## src/rtl/icache_pkg.sv

```systemverilog
// Shared constants, state encoding and geometry helpers for the instruction cache.
package icache_pkg;

    localparam logic [1:0] BURST_INCR = 2'b01;
    localparam logic [2:0] SIZE_4B    = 3'b010;
    localparam logic [1:0] RESP_OKAY  = 2'b00;

    typedef enum logic [2:0] {
        IDLE,
        CHECK,
        AR,
        R,
        RESP
    } state_e;

    function automatic int offset_w(input int line_words);
        return $clog2(line_words * 4);
    endfunction

    function automatic int word_w(input int line_words);
        return $clog2(line_words);
    endfunction

    function automatic int index_w(input int num_lines);
        return $clog2(num_lines);
    endfunction

    function automatic int tag_w(input int addr_w, input int line_words, input int num_lines);
        return addr_w - index_w(num_lines) - offset_w(line_words);
    endfunction

endpackage

```

## src/rtl/icache_if.sv

```systemverilog
// AXI4 read-only channel pair between the cache (master) and the interconnect (slave).
interface icache_if #(
    parameter int ADDR_W = 32
);
    logic              M_AXI_ARVALID;
    logic              M_AXI_ARREADY;
    logic [ADDR_W-1:0] M_AXI_ARADDR;
    logic [7:0]        M_AXI_ARLEN;
    logic [2:0]        M_AXI_ARSIZE;
    logic [1:0]        M_AXI_ARBURST;
    logic              M_AXI_RVALID;
    logic              M_AXI_RREADY;
    logic [ADDR_W-1:0] M_AXI_RDATA;
    logic [1:0]        M_AXI_RRESP;
    logic              M_AXI_RLAST;

    modport master (
        output M_AXI_ARVALID, M_AXI_ARADDR, M_AXI_ARLEN, M_AXI_ARSIZE, M_AXI_ARBURST,
        output M_AXI_RREADY,
        input  M_AXI_ARREADY, M_AXI_RVALID, M_AXI_RDATA, M_AXI_RRESP, M_AXI_RLAST
    );

    modport slave (
        input  M_AXI_ARVALID, M_AXI_ARADDR, M_AXI_ARLEN, M_AXI_ARSIZE, M_AXI_ARBURST,
        input  M_AXI_RREADY,
        output M_AXI_ARREADY, M_AXI_RVALID, M_AXI_RDATA, M_AXI_RRESP, M_AXI_RLAST
    );
endinterface

```

## src/rtl/icache_line_store.sv

```systemverilog
// Tag/data arrays with one word-write port and an asynchronous read of the addressed line,
// plus the per-line valid vector.
module icache_line_store
    import icache_pkg::*;
#(
    parameter  int ADDR_W     = 32,
    parameter  int LINE_WORDS = 4,
    parameter  int NUM_LINES  = 16,
    localparam int INDEX_W    = index_w(NUM_LINES),
    localparam int WORD_W     = word_w(LINE_WORDS),
    localparam int TAG_W      = tag_w(ADDR_W, LINE_WORDS, NUM_LINES)
) (
    input  logic              clock,
    input  logic              rst_n_sync,
    input  logic [INDEX_W-1:0] index,
    input  logic [WORD_W-1:0]  rd_word,
    output logic [ADDR_W-1:0]  rd_data,
    output logic [TAG_W-1:0]   rd_tag,
    output logic               rd_valid,
    input  logic               data_we,
    input  logic [WORD_W-1:0]  wr_word,
    input  logic [ADDR_W-1:0]  wr_data,
    input  logic               tag_we,
    input  logic [TAG_W-1:0]   wr_tag,
    input  logic               valid_we,
    input  logic               valid_val,
    input  logic               clear_all
);

    logic [ADDR_W-1:0]    data_mem [NUM_LINES][LINE_WORDS];
    logic [TAG_W-1:0]     tag_mem  [NUM_LINES];
    logic [NUM_LINES-1:0] valid_q, valid_d;

    // NOTE: storage arrays carry no reset; the valid vector alone decides whether a line is usable.
    always_ff @(posedge clock) begin
        if (data_we) data_mem[index][wr_word] <= wr_data;
        if (tag_we)  tag_mem[index]           <= wr_tag;
    end

    always_comb begin
        valid_d = valid_q;
        if (valid_we)  valid_d[index] = valid_val;
        if (clear_all) valid_d = '0;
    end

    always_ff @(posedge clock or negedge rst_n_sync) begin
        if (!rst_n_sync) valid_q <= '0;
        else             valid_q <= valid_d;
    end

    assign rd_data  = data_mem[index][rd_word];
    assign rd_tag   = tag_mem[index];
    assign rd_valid = valid_q[index];

endmodule

```

## src/rtl/icache.sv

```systemverilog
// Direct-mapped instruction cache: single outstanding fetch, line refill over an AXI4 INCR burst.
module icache
    import icache_pkg::*;
#(
    parameter int ADDR_W     = 32,
    parameter int LINE_WORDS = 4,
    parameter int NUM_LINES  = 16
) (
    input  logic              clock,
    input  logic              rst_n_sync,
    input  logic              req,
    input  logic [ADDR_W-1:0] req_addr,
    input  logic              fence_i,
    output logic              cache_valid,
    output logic              hit,
    output logic [ADDR_W-1:0] icache_ins,
    icache_if.master          m_axi
);

    localparam int OFFSET_W = offset_w(LINE_WORDS);
    localparam int INDEX_W  = index_w(NUM_LINES);
    localparam int WORD_W   = word_w(LINE_WORDS);
    localparam int TAG_W    = tag_w(ADDR_W, LINE_WORDS, NUM_LINES);
    localparam logic [WORD_W-1:0] LAST_WORD = WORD_W'(LINE_WORDS - 1);

    state_e            state_q, state_d;
    logic [ADDR_W-1:0] addr_q, addr_d;
    logic              cache_valid_q, cache_valid_d;
    logic              hit_q, hit_d;
    logic [ADDR_W-1:0] icache_ins_q, icache_ins_d;
    logic              arvalid_q, arvalid_d;
    logic [ADDR_W-1:0] araddr_q, araddr_d;
    logic              rready_q, rready_d;
    logic [WORD_W-1:0] beat_q, beat_d;
    logic              full_q, full_d;
    logic              err_q, err_d;
    logic              fence_pend_q, fence_pend_d;

    logic [INDEX_W-1:0] addr_index;
    logic [WORD_W-1:0]  addr_word;
    logic [TAG_W-1:0]   addr_tag;
    logic [ADDR_W-1:0]  rd_data;
    logic [TAG_W-1:0]   rd_tag;
    logic               rd_valid;
    logic               data_we, tag_we, valid_we, valid_val, clear_all;
    logic               beat_fire, beat_err;
    logic               unused_addr_bits;

    assign addr_index       = addr_q[OFFSET_W +: INDEX_W];
    assign addr_word        = addr_q[2 +: WORD_W];
    assign addr_tag         = addr_q[ADDR_W-1 -: TAG_W];
    assign unused_addr_bits = ^addr_q[1:0];

    icache_line_store #(
        .ADDR_W     (ADDR_W),
        .LINE_WORDS (LINE_WORDS),
        .NUM_LINES  (NUM_LINES)
    ) u_store (
        .clock      (clock),
        .rst_n_sync (rst_n_sync),
        .index      (addr_index),
        .rd_word    (addr_word),
        .rd_data    (rd_data),
        .rd_tag     (rd_tag),
        .rd_valid   (rd_valid),
        .data_we    (data_we),
        .wr_word    (beat_q),
        .wr_data    (m_axi.M_AXI_RDATA),
        .tag_we     (tag_we),
        .wr_tag     (addr_tag),
        .valid_we   (valid_we),
        .valid_val  (valid_val),
        .clear_all  (clear_all)
    );

    assign beat_fire = rready_q && m_axi.M_AXI_RVALID;
    assign beat_err  = beat_fire && (m_axi.M_AXI_RRESP != RESP_OKAY);

    // NOTE: every signal driven here gets a default first, so no path can infer a latch.
    always_comb begin
        state_d       = state_q;
        addr_d        = addr_q;
        cache_valid_d = 1'b0;
        hit_d         = 1'b0;
        icache_ins_d  = icache_ins_q;
        arvalid_d     = arvalid_q;
        araddr_d      = araddr_q;
        rready_d      = rready_q;
        beat_d        = beat_q;
        full_d        = full_q;
        err_d         = err_q;
        fence_pend_d  = fence_pend_q;
        data_we       = 1'b0;
        tag_we        = 1'b0;
        valid_we      = 1'b0;
        valid_val     = 1'b0;
        clear_all     = 1'b0;

        case (state_q)
            IDLE: begin
                clear_all = fence_i;
                if (req) begin
                    addr_d  = req_addr;
                    state_d = CHECK;
                end
            end
            CHECK: begin
                if (rd_valid && rd_tag == addr_tag) begin
                    cache_valid_d = 1'b1;
                    hit_d         = 1'b1;
                    icache_ins_d  = rd_data;
                    clear_all     = fence_pend_q || fence_i;
                    state_d       = IDLE;
                end else begin
                    arvalid_d = 1'b1;
                    araddr_d  = {addr_q[ADDR_W-1:OFFSET_W], {OFFSET_W{1'b0}}};
                    state_d   = AR;
                end
            end
            AR: begin
                if (m_axi.M_AXI_ARREADY) begin
                    arvalid_d = 1'b0;
                    rready_d  = 1'b1;
                    beat_d    = '0;
                    full_d    = 1'b0;
                    state_d   = R;
                end
            end
            R: begin
                if (beat_fire) begin
                    data_we = !full_q;
                    if (!full_q) begin
                        if (beat_q == LAST_WORD) full_d = 1'b1;
                        else                     beat_d = beat_q + 1'b1;
                    end
                    if (beat_err) err_d = 1'b1;
                    if (m_axi.M_AXI_RLAST) begin
                        rready_d      = 1'b0;
                        tag_we        = 1'b1;
                        valid_we      = 1'b1;
                        valid_val     = !(err_q || beat_err);
                        cache_valid_d = 1'b1;
                        // The requested word may be the beat landing in the array on this edge.
                        icache_ins_d  = (data_we && beat_q == addr_word) ? m_axi.M_AXI_RDATA : rd_data;
                        state_d       = RESP;
                    end
                end
            end
            RESP: begin
                err_d     = 1'b0;
                clear_all = fence_pend_q || fence_i;
                state_d   = IDLE;
            end
            default: state_d = IDLE;
        endcase

        if (clear_all)    fence_pend_d = 1'b0;
        else if (fence_i) fence_pend_d = 1'b1;
    end

    // NOTE: sequential state updates use non-blocking assignments only.
    always_ff @(posedge clock or negedge rst_n_sync) begin
        if (!rst_n_sync) begin
            state_q       <= IDLE;
            addr_q        <= '0;
            cache_valid_q <= 1'b0;
            hit_q         <= 1'b0;
            icache_ins_q  <= '0;
            arvalid_q     <= 1'b0;
            araddr_q      <= '0;
            rready_q      <= 1'b0;
            beat_q        <= '0;
            full_q        <= 1'b0;
            err_q         <= 1'b0;
            fence_pend_q  <= 1'b0;
        end else begin
            state_q       <= state_d;
            addr_q        <= addr_d;
            cache_valid_q <= cache_valid_d;
            hit_q         <= hit_d;
            icache_ins_q  <= icache_ins_d;
            arvalid_q     <= arvalid_d;
            araddr_q      <= araddr_d;
            rready_q      <= rready_d;
            beat_q        <= beat_d;
            full_q        <= full_d;
            err_q         <= err_d;
            fence_pend_q  <= fence_pend_d;
        end
    end

    assign cache_valid         = cache_valid_q;
    assign hit                 = hit_q;
    assign icache_ins          = icache_ins_q;
    assign m_axi.M_AXI_ARVALID = arvalid_q;
    assign m_axi.M_AXI_ARADDR  = araddr_q;
    assign m_axi.M_AXI_ARLEN   = 8'(LINE_WORDS - 1);
    assign m_axi.M_AXI_ARSIZE  = SIZE_4B;
    assign m_axi.M_AXI_ARBURST = BURST_INCR;
    assign m_axi.M_AXI_RREADY  = rready_q;

endmodule
```

## src/flat_wrapper.sv

```systemverilog
// flat-port wrapper written by rule: the top's interface ports become plain ports
module icache_flat import icache_pkg::*;
#(
    parameter int ADDR_W     = 32,
    parameter int LINE_WORDS = 4,
    parameter int NUM_LINES  = 16
)
  (clock, rst_n_sync, req, req_addr, fence_i, cache_valid, hit, icache_ins, m_axi_M_AXI_ARVALID, m_axi_M_AXI_ARADDR, m_axi_M_AXI_ARLEN, m_axi_M_AXI_ARSIZE, m_axi_M_AXI_ARBURST, m_axi_M_AXI_RREADY, m_axi_M_AXI_ARREADY, m_axi_M_AXI_RVALID, m_axi_M_AXI_RDATA, m_axi_M_AXI_RRESP, m_axi_M_AXI_RLAST);
  icache_if #(.ADDR_W(ADDR_W)) m_axi_i ();
  input  logic clock;
  input  logic rst_n_sync;
  input  logic req;
  input  logic [ADDR_W-1:0] req_addr;
  input  logic fence_i;
  output logic cache_valid;
  output logic hit;
  output logic [ADDR_W-1:0] icache_ins;
  output wire logic [$bits(m_axi_i.M_AXI_ARVALID)-1:0] m_axi_M_AXI_ARVALID;
  output wire logic [$bits(m_axi_i.M_AXI_ARADDR)-1:0] m_axi_M_AXI_ARADDR;
  output wire logic [$bits(m_axi_i.M_AXI_ARLEN)-1:0] m_axi_M_AXI_ARLEN;
  output wire logic [$bits(m_axi_i.M_AXI_ARSIZE)-1:0] m_axi_M_AXI_ARSIZE;
  output wire logic [$bits(m_axi_i.M_AXI_ARBURST)-1:0] m_axi_M_AXI_ARBURST;
  output wire logic [$bits(m_axi_i.M_AXI_RREADY)-1:0] m_axi_M_AXI_RREADY;
  input wire logic [$bits(m_axi_i.M_AXI_ARREADY)-1:0] m_axi_M_AXI_ARREADY;
  input wire logic [$bits(m_axi_i.M_AXI_RVALID)-1:0] m_axi_M_AXI_RVALID;
  input wire logic [$bits(m_axi_i.M_AXI_RDATA)-1:0] m_axi_M_AXI_RDATA;
  input wire logic [$bits(m_axi_i.M_AXI_RRESP)-1:0] m_axi_M_AXI_RRESP;
  input wire logic [$bits(m_axi_i.M_AXI_RLAST)-1:0] m_axi_M_AXI_RLAST;
  assign m_axi_M_AXI_ARVALID = m_axi_i.M_AXI_ARVALID;
  assign m_axi_M_AXI_ARADDR = m_axi_i.M_AXI_ARADDR;
  assign m_axi_M_AXI_ARLEN = m_axi_i.M_AXI_ARLEN;
  assign m_axi_M_AXI_ARSIZE = m_axi_i.M_AXI_ARSIZE;
  assign m_axi_M_AXI_ARBURST = m_axi_i.M_AXI_ARBURST;
  assign m_axi_M_AXI_RREADY = m_axi_i.M_AXI_RREADY;
  assign m_axi_i.M_AXI_ARREADY = m_axi_M_AXI_ARREADY;
  assign m_axi_i.M_AXI_RVALID = m_axi_M_AXI_RVALID;
  assign m_axi_i.M_AXI_RDATA = m_axi_M_AXI_RDATA;
  assign m_axi_i.M_AXI_RRESP = m_axi_M_AXI_RRESP;
  assign m_axi_i.M_AXI_RLAST = m_axi_M_AXI_RLAST;
  icache #(.ADDR_W(ADDR_W), .LINE_WORDS(LINE_WORDS), .NUM_LINES(NUM_LINES)) u_core (.clock(clock), .rst_n_sync(rst_n_sync), .req(req), .req_addr(req_addr), .fence_i(fence_i), .cache_valid(cache_valid), .hit(hit), .icache_ins(icache_ins), .m_axi(m_axi_i));
endmodule
```

## config.mk

```make
export PLATFORM = sky130hd
export DESIGN_NAME = icache_flat
export DESIGN_NICKNAME = d
export VERILOG_FILES = /design/src/rtl/icache_pkg.sv /design/src/rtl/icache_if.sv /design/src/rtl/icache_line_store.sv /design/src/rtl/icache.sv /design/src/flat_wrapper.sv
export SDC_FILE = /design/constraint.sdc
export NUM_CORES = 2
export LEC_CHECK = 0
export BUFFER_PORTS_ARGS = -buffer_cell sky130_fd_sc_hd__buf_2
export CAP_MARGIN = 30
export CORE_MARGIN = 2
export CORE_UTILIZATION = 65
export DETAILED_ROUTE_END_ITERATION = 6
export GPL_TIMING_DRIVEN = 1
export PLACE_DENSITY_LB_ADDON = 0.12
export RECOVER_POWER = 100
export SYNTH_ARGS = -nofsm -noshare
export SYNTH_HDL_FRONTEND = slang
export SYNTH_HIERARCHICAL = 1
export SYNTH_SLANG_ARGS = --single-unit
```

## constraint.sdc

```tcl
create_clock -name clock -period 11.1 [get_ports clock]
set_clock_uncertainty 0.05 [all_clocks]
set_input_delay 1.11 -clock clock [delete_from_list [all_inputs] [get_ports clock]]
set_output_delay 1.11 -clock clock [all_outputs]
set_load 0.02 [all_outputs]
```

==> impl_metrics.yaml <==
status:
  outcome: "complete, but fails checks"
  violations: "capacitance limit, slew limit"
floorplan:
  fp.dieH_um: 394
  ioPinCount: 154
  initial_utilization: 0.657
  die_x_um: 394
  die_area_um2: 155000
  core_area_um2: 150000
  rows: 142
sta:
  worstMarginPinSlew_ns: 5.08
  maxSlewViolCount: 3298
  hold_viol_final: 0
  period_minus_slack_ns: 8.37
  tns_ns: 0
  relSlewSlack: -2.38
  finalCritPeriodShare: 0.754
  rsz0062_at_grt: "no"
  fmax_ghz: 0.120
  setup_viol: 0
routing:
  drc_errors: 0
  dr.pass1.iters: 5
  drt_iter0_markers: 6271
  avgViaCountPerCell: 6.89
  ant_nets: 0
  routedWlPerCell_um: 34.4
  vias: 48800
  drt_wl_total_um: 244000
synthesis:
  syn-cell-area_um2: 98700
  syn_avg_cell_area_um2: 21.5
  synth_cells: 4592
  synth_edf_count: 2432
  synth_cell_type_count: 54
  synth_compound_area_frac: 0.0326
  synth.mux.area_fraction: 0.162
  synth_top_family_by_area: "multiplexers"
  yosysSeqAreaShare: 0.770
  post_synth_xor_area_fraction: 0.00240
  synth_flop_cell: "edfxtp_1"
  synthSimpleGateAreaFrac: 0.0153
  synthAdderAreaFrac: 0.000127
  synthArstFlopShare: 0.0463
  yosys_register_bits: 2550
  yosys_warnings: 6
clock_network:
  cts_buffer_depth: 3
  cts-root-buf: "clkbuf_16"
  clkLatencyLatePin_ns: 0.85
  post-cts-setup-buffers: 0
  cts_made_buffers: 240
  cts_tree: "done"
  clkSinkCount: 2550
  post_cts_resized: 0
  ctsHoldBuffers: 0
  h-tree-depth: 4
  clk_pin_slew_ns: 0.06
placement:
  placed_area_um2: 102000
  gp_congestion: 0.794
  portBuffers: 134
  hpwlAfterDp_um: 125000
power:
  ir_drop_v: 0.000199
  pwr_density_cell_nw_per_um2: 250
  p_leak_nw: 35.1
critical_path:
  arrival_ns: 8.75
  cp_max_fo: 46
  critical_path.endpoint_type: "flop"
  crit_required_ns: 11.48
  path_class: "reg2reg"
  cp-start-kind: "flop"
global_route:
  use_met3: 0.0688
  track_usage: 0.317
  antenna_found_initial: 5
  use_met1: 0.442
  grt_pass1_wl_um: 348000
  grt_pass1_vias: 49300
  gr-total-overflow: 0
  grt_max_degree: 113
  met2_usage: 0.507
  busiest_layer: "met2"
layout:
  drive_gt1_frac: 0.232
  nets: 4940
  num_antenna_cells: 0
  final_area_um2: 110000
  syn_to_final_growth_pct: 11.1
job:
  drv_cap: 87
hold_path:
  min_path_type: "reg2reg"
Yosys cell counts (19+ instances only):
cell type,instances,share of area
buf_2,43,0.0022
buf_4,57,0.0043
a211oi_1,85,0.0065
nand2_1,19,0.00072
a21o_1,21,0.0016
o22ai_1,128,0.0081
dfrtp_1,118,0.030
nor2b_1,37,0.0023
a22oi_1,20,0.0015
mux2_4,29,0.0044
o2bb2ai_1,20,0.0018
nor2_1,171,0.0065
buf_6,49,0.0056
edfxtp_1,2432,0.74
mux4_2,477,0.11
mux2_2,123,0.014
nand3_1,19,0.00096
nor3_1,33,0.0017
a211o_1,24,0.0021
clkbuf_1,116,0.0044
o221ai_1,32,0.0028
buf_1,22,0.00084
mux2i_1,336,0.034
a2111oi_0,64,0.0057
stage by stage:
step           setup WS (ns)  utilization  power, mW  hold slack (ns)  instances
6_report                2.73        0.729       27.4            0.437       7090
5_1_grt                 2.64        0.729       28.2            0.420       7090
4_1_cts                 5.09        0.735       27.5            0.264       7081
3_5_place_dp            5.10        0.682       19.4            0.419       6631
3_3_place_gp            5.10        0.679       19.2            0.410       6607
2_1_floorplan           6.72            -       16.9            0.400       4607
kinds of logic (layout without fill, tap and decap cells):
| group | after synthesis | in the layout |
|---|---|---|
| flip-flops | 2550 | 2550 |
| multiplexers | 967 | 967 |
| AO/OA/AOI/OAI | 433 | 433 |
| AND/OR/NAND/NOR | 317 | 317 |
| buffers and inverters | 295 | 762 |
| XOR/XNOR | 27 | 27 |
| other | 2 | 17 |
| adder cells (fa/ha/maj) | 1 | 1 |
flip-flops by register name (all words and copies together) (netlist names), 2 cells and up:
register,flops
u_core/u_store/data_mem,2048
u_core/u_store/tag_mem,384
u_core/icache_ins,32
u_core/addr_q,30
u_core/m_axi.M_AXI_ARADDR,28
u_core/u_store/valid_q,16
u_core/state_q,3
u_core/beat_q,2
power breakdown:
group	leakage [nW]	internal, mW	total, mW	switching, mW
sequential	23.3	11.1	11.5	0.461
combinational	7.83	3.14	7.61	4.47
clock	3.92	4.77	8.25	3.48
cell usage in the layout, fill, tap and decap left out, types with 21 or more instances in the layout:
cell	synthesis	layout
o221ai_1	32	32
dfrtp_1	118	114
o22ai_1	128	128
nor2_1	171	110
nor2b_1	37	35
nor2_4	0	62
a21o_1	21	21
clkinv_1	0	48
bufinv_16	0	29
buf_4	57	75
clkbuf_16	0	242
buf_2	43	50
a211o_1	24	24
a2111oi_0	64	64
a211oi_1	85	85
clkbuf_1	116	207
clkinv_2	0	49
nor3_1	33	33
edfxtp_1	2432	2432
mux4_2	477	477
mux2i_1	336	336
mux2_2	123	123
mux2_1	2	31
metal layers:
metal | vias up | share of wire
li1 | 19800 | -
met1 | 25700 | 0.37
met2 | 2874 | 0.49
met3 | 448 | 0.10
met4 | 4 | 0.038
met5 | - | 0.000094
worst paths after layout:
check	start	endpoint	slack (ns)	cells after the start
max	u_core/addr_q[5]	u_core/u_store/tag_mem[15][3]	2.73	6
min	u_core/m_axi.M_AXI_ARVALID	u_core/m_axi.M_AXI_ARVALID	0.44	1
max reg2reg	u_core/addr_q[5]	u_core/u_store/tag_mem[15][3]	2.73	6
min reg2reg	u_core/m_axi.M_AXI_ARVALID	u_core/m_axi.M_AXI_ARVALID	0.44	1
max in group asynchronous	rst_n_sync	u_core/addr_q[7]	5.40	1
min in group asynchronous	rst_n_sync	u_core/m_axi.M_AXI_ARADDR[14]	2.08	1
layout make-up:
type	count	area (um^2)
inverters	6	22.5
clock inverters	150	1540
clock buffers	300	6440
flip-flops and latches	2550	76000
repair buffers	306	1730
fillers	8595	40700
well taps	2016	2520
multi-input cells	1762	21400
worst max-delay path, cell delays in order, from the launching register on:
cell and delay, ns:
dfrtp_1 1.52, clkbuf_1 2.19, buf_4 0.70, buf_4 0.69
nand3_1 0.53, nor2_1 0.87, clkbuf_1 1.25
No activity file was read; power rests on OpenSTA's default activity.
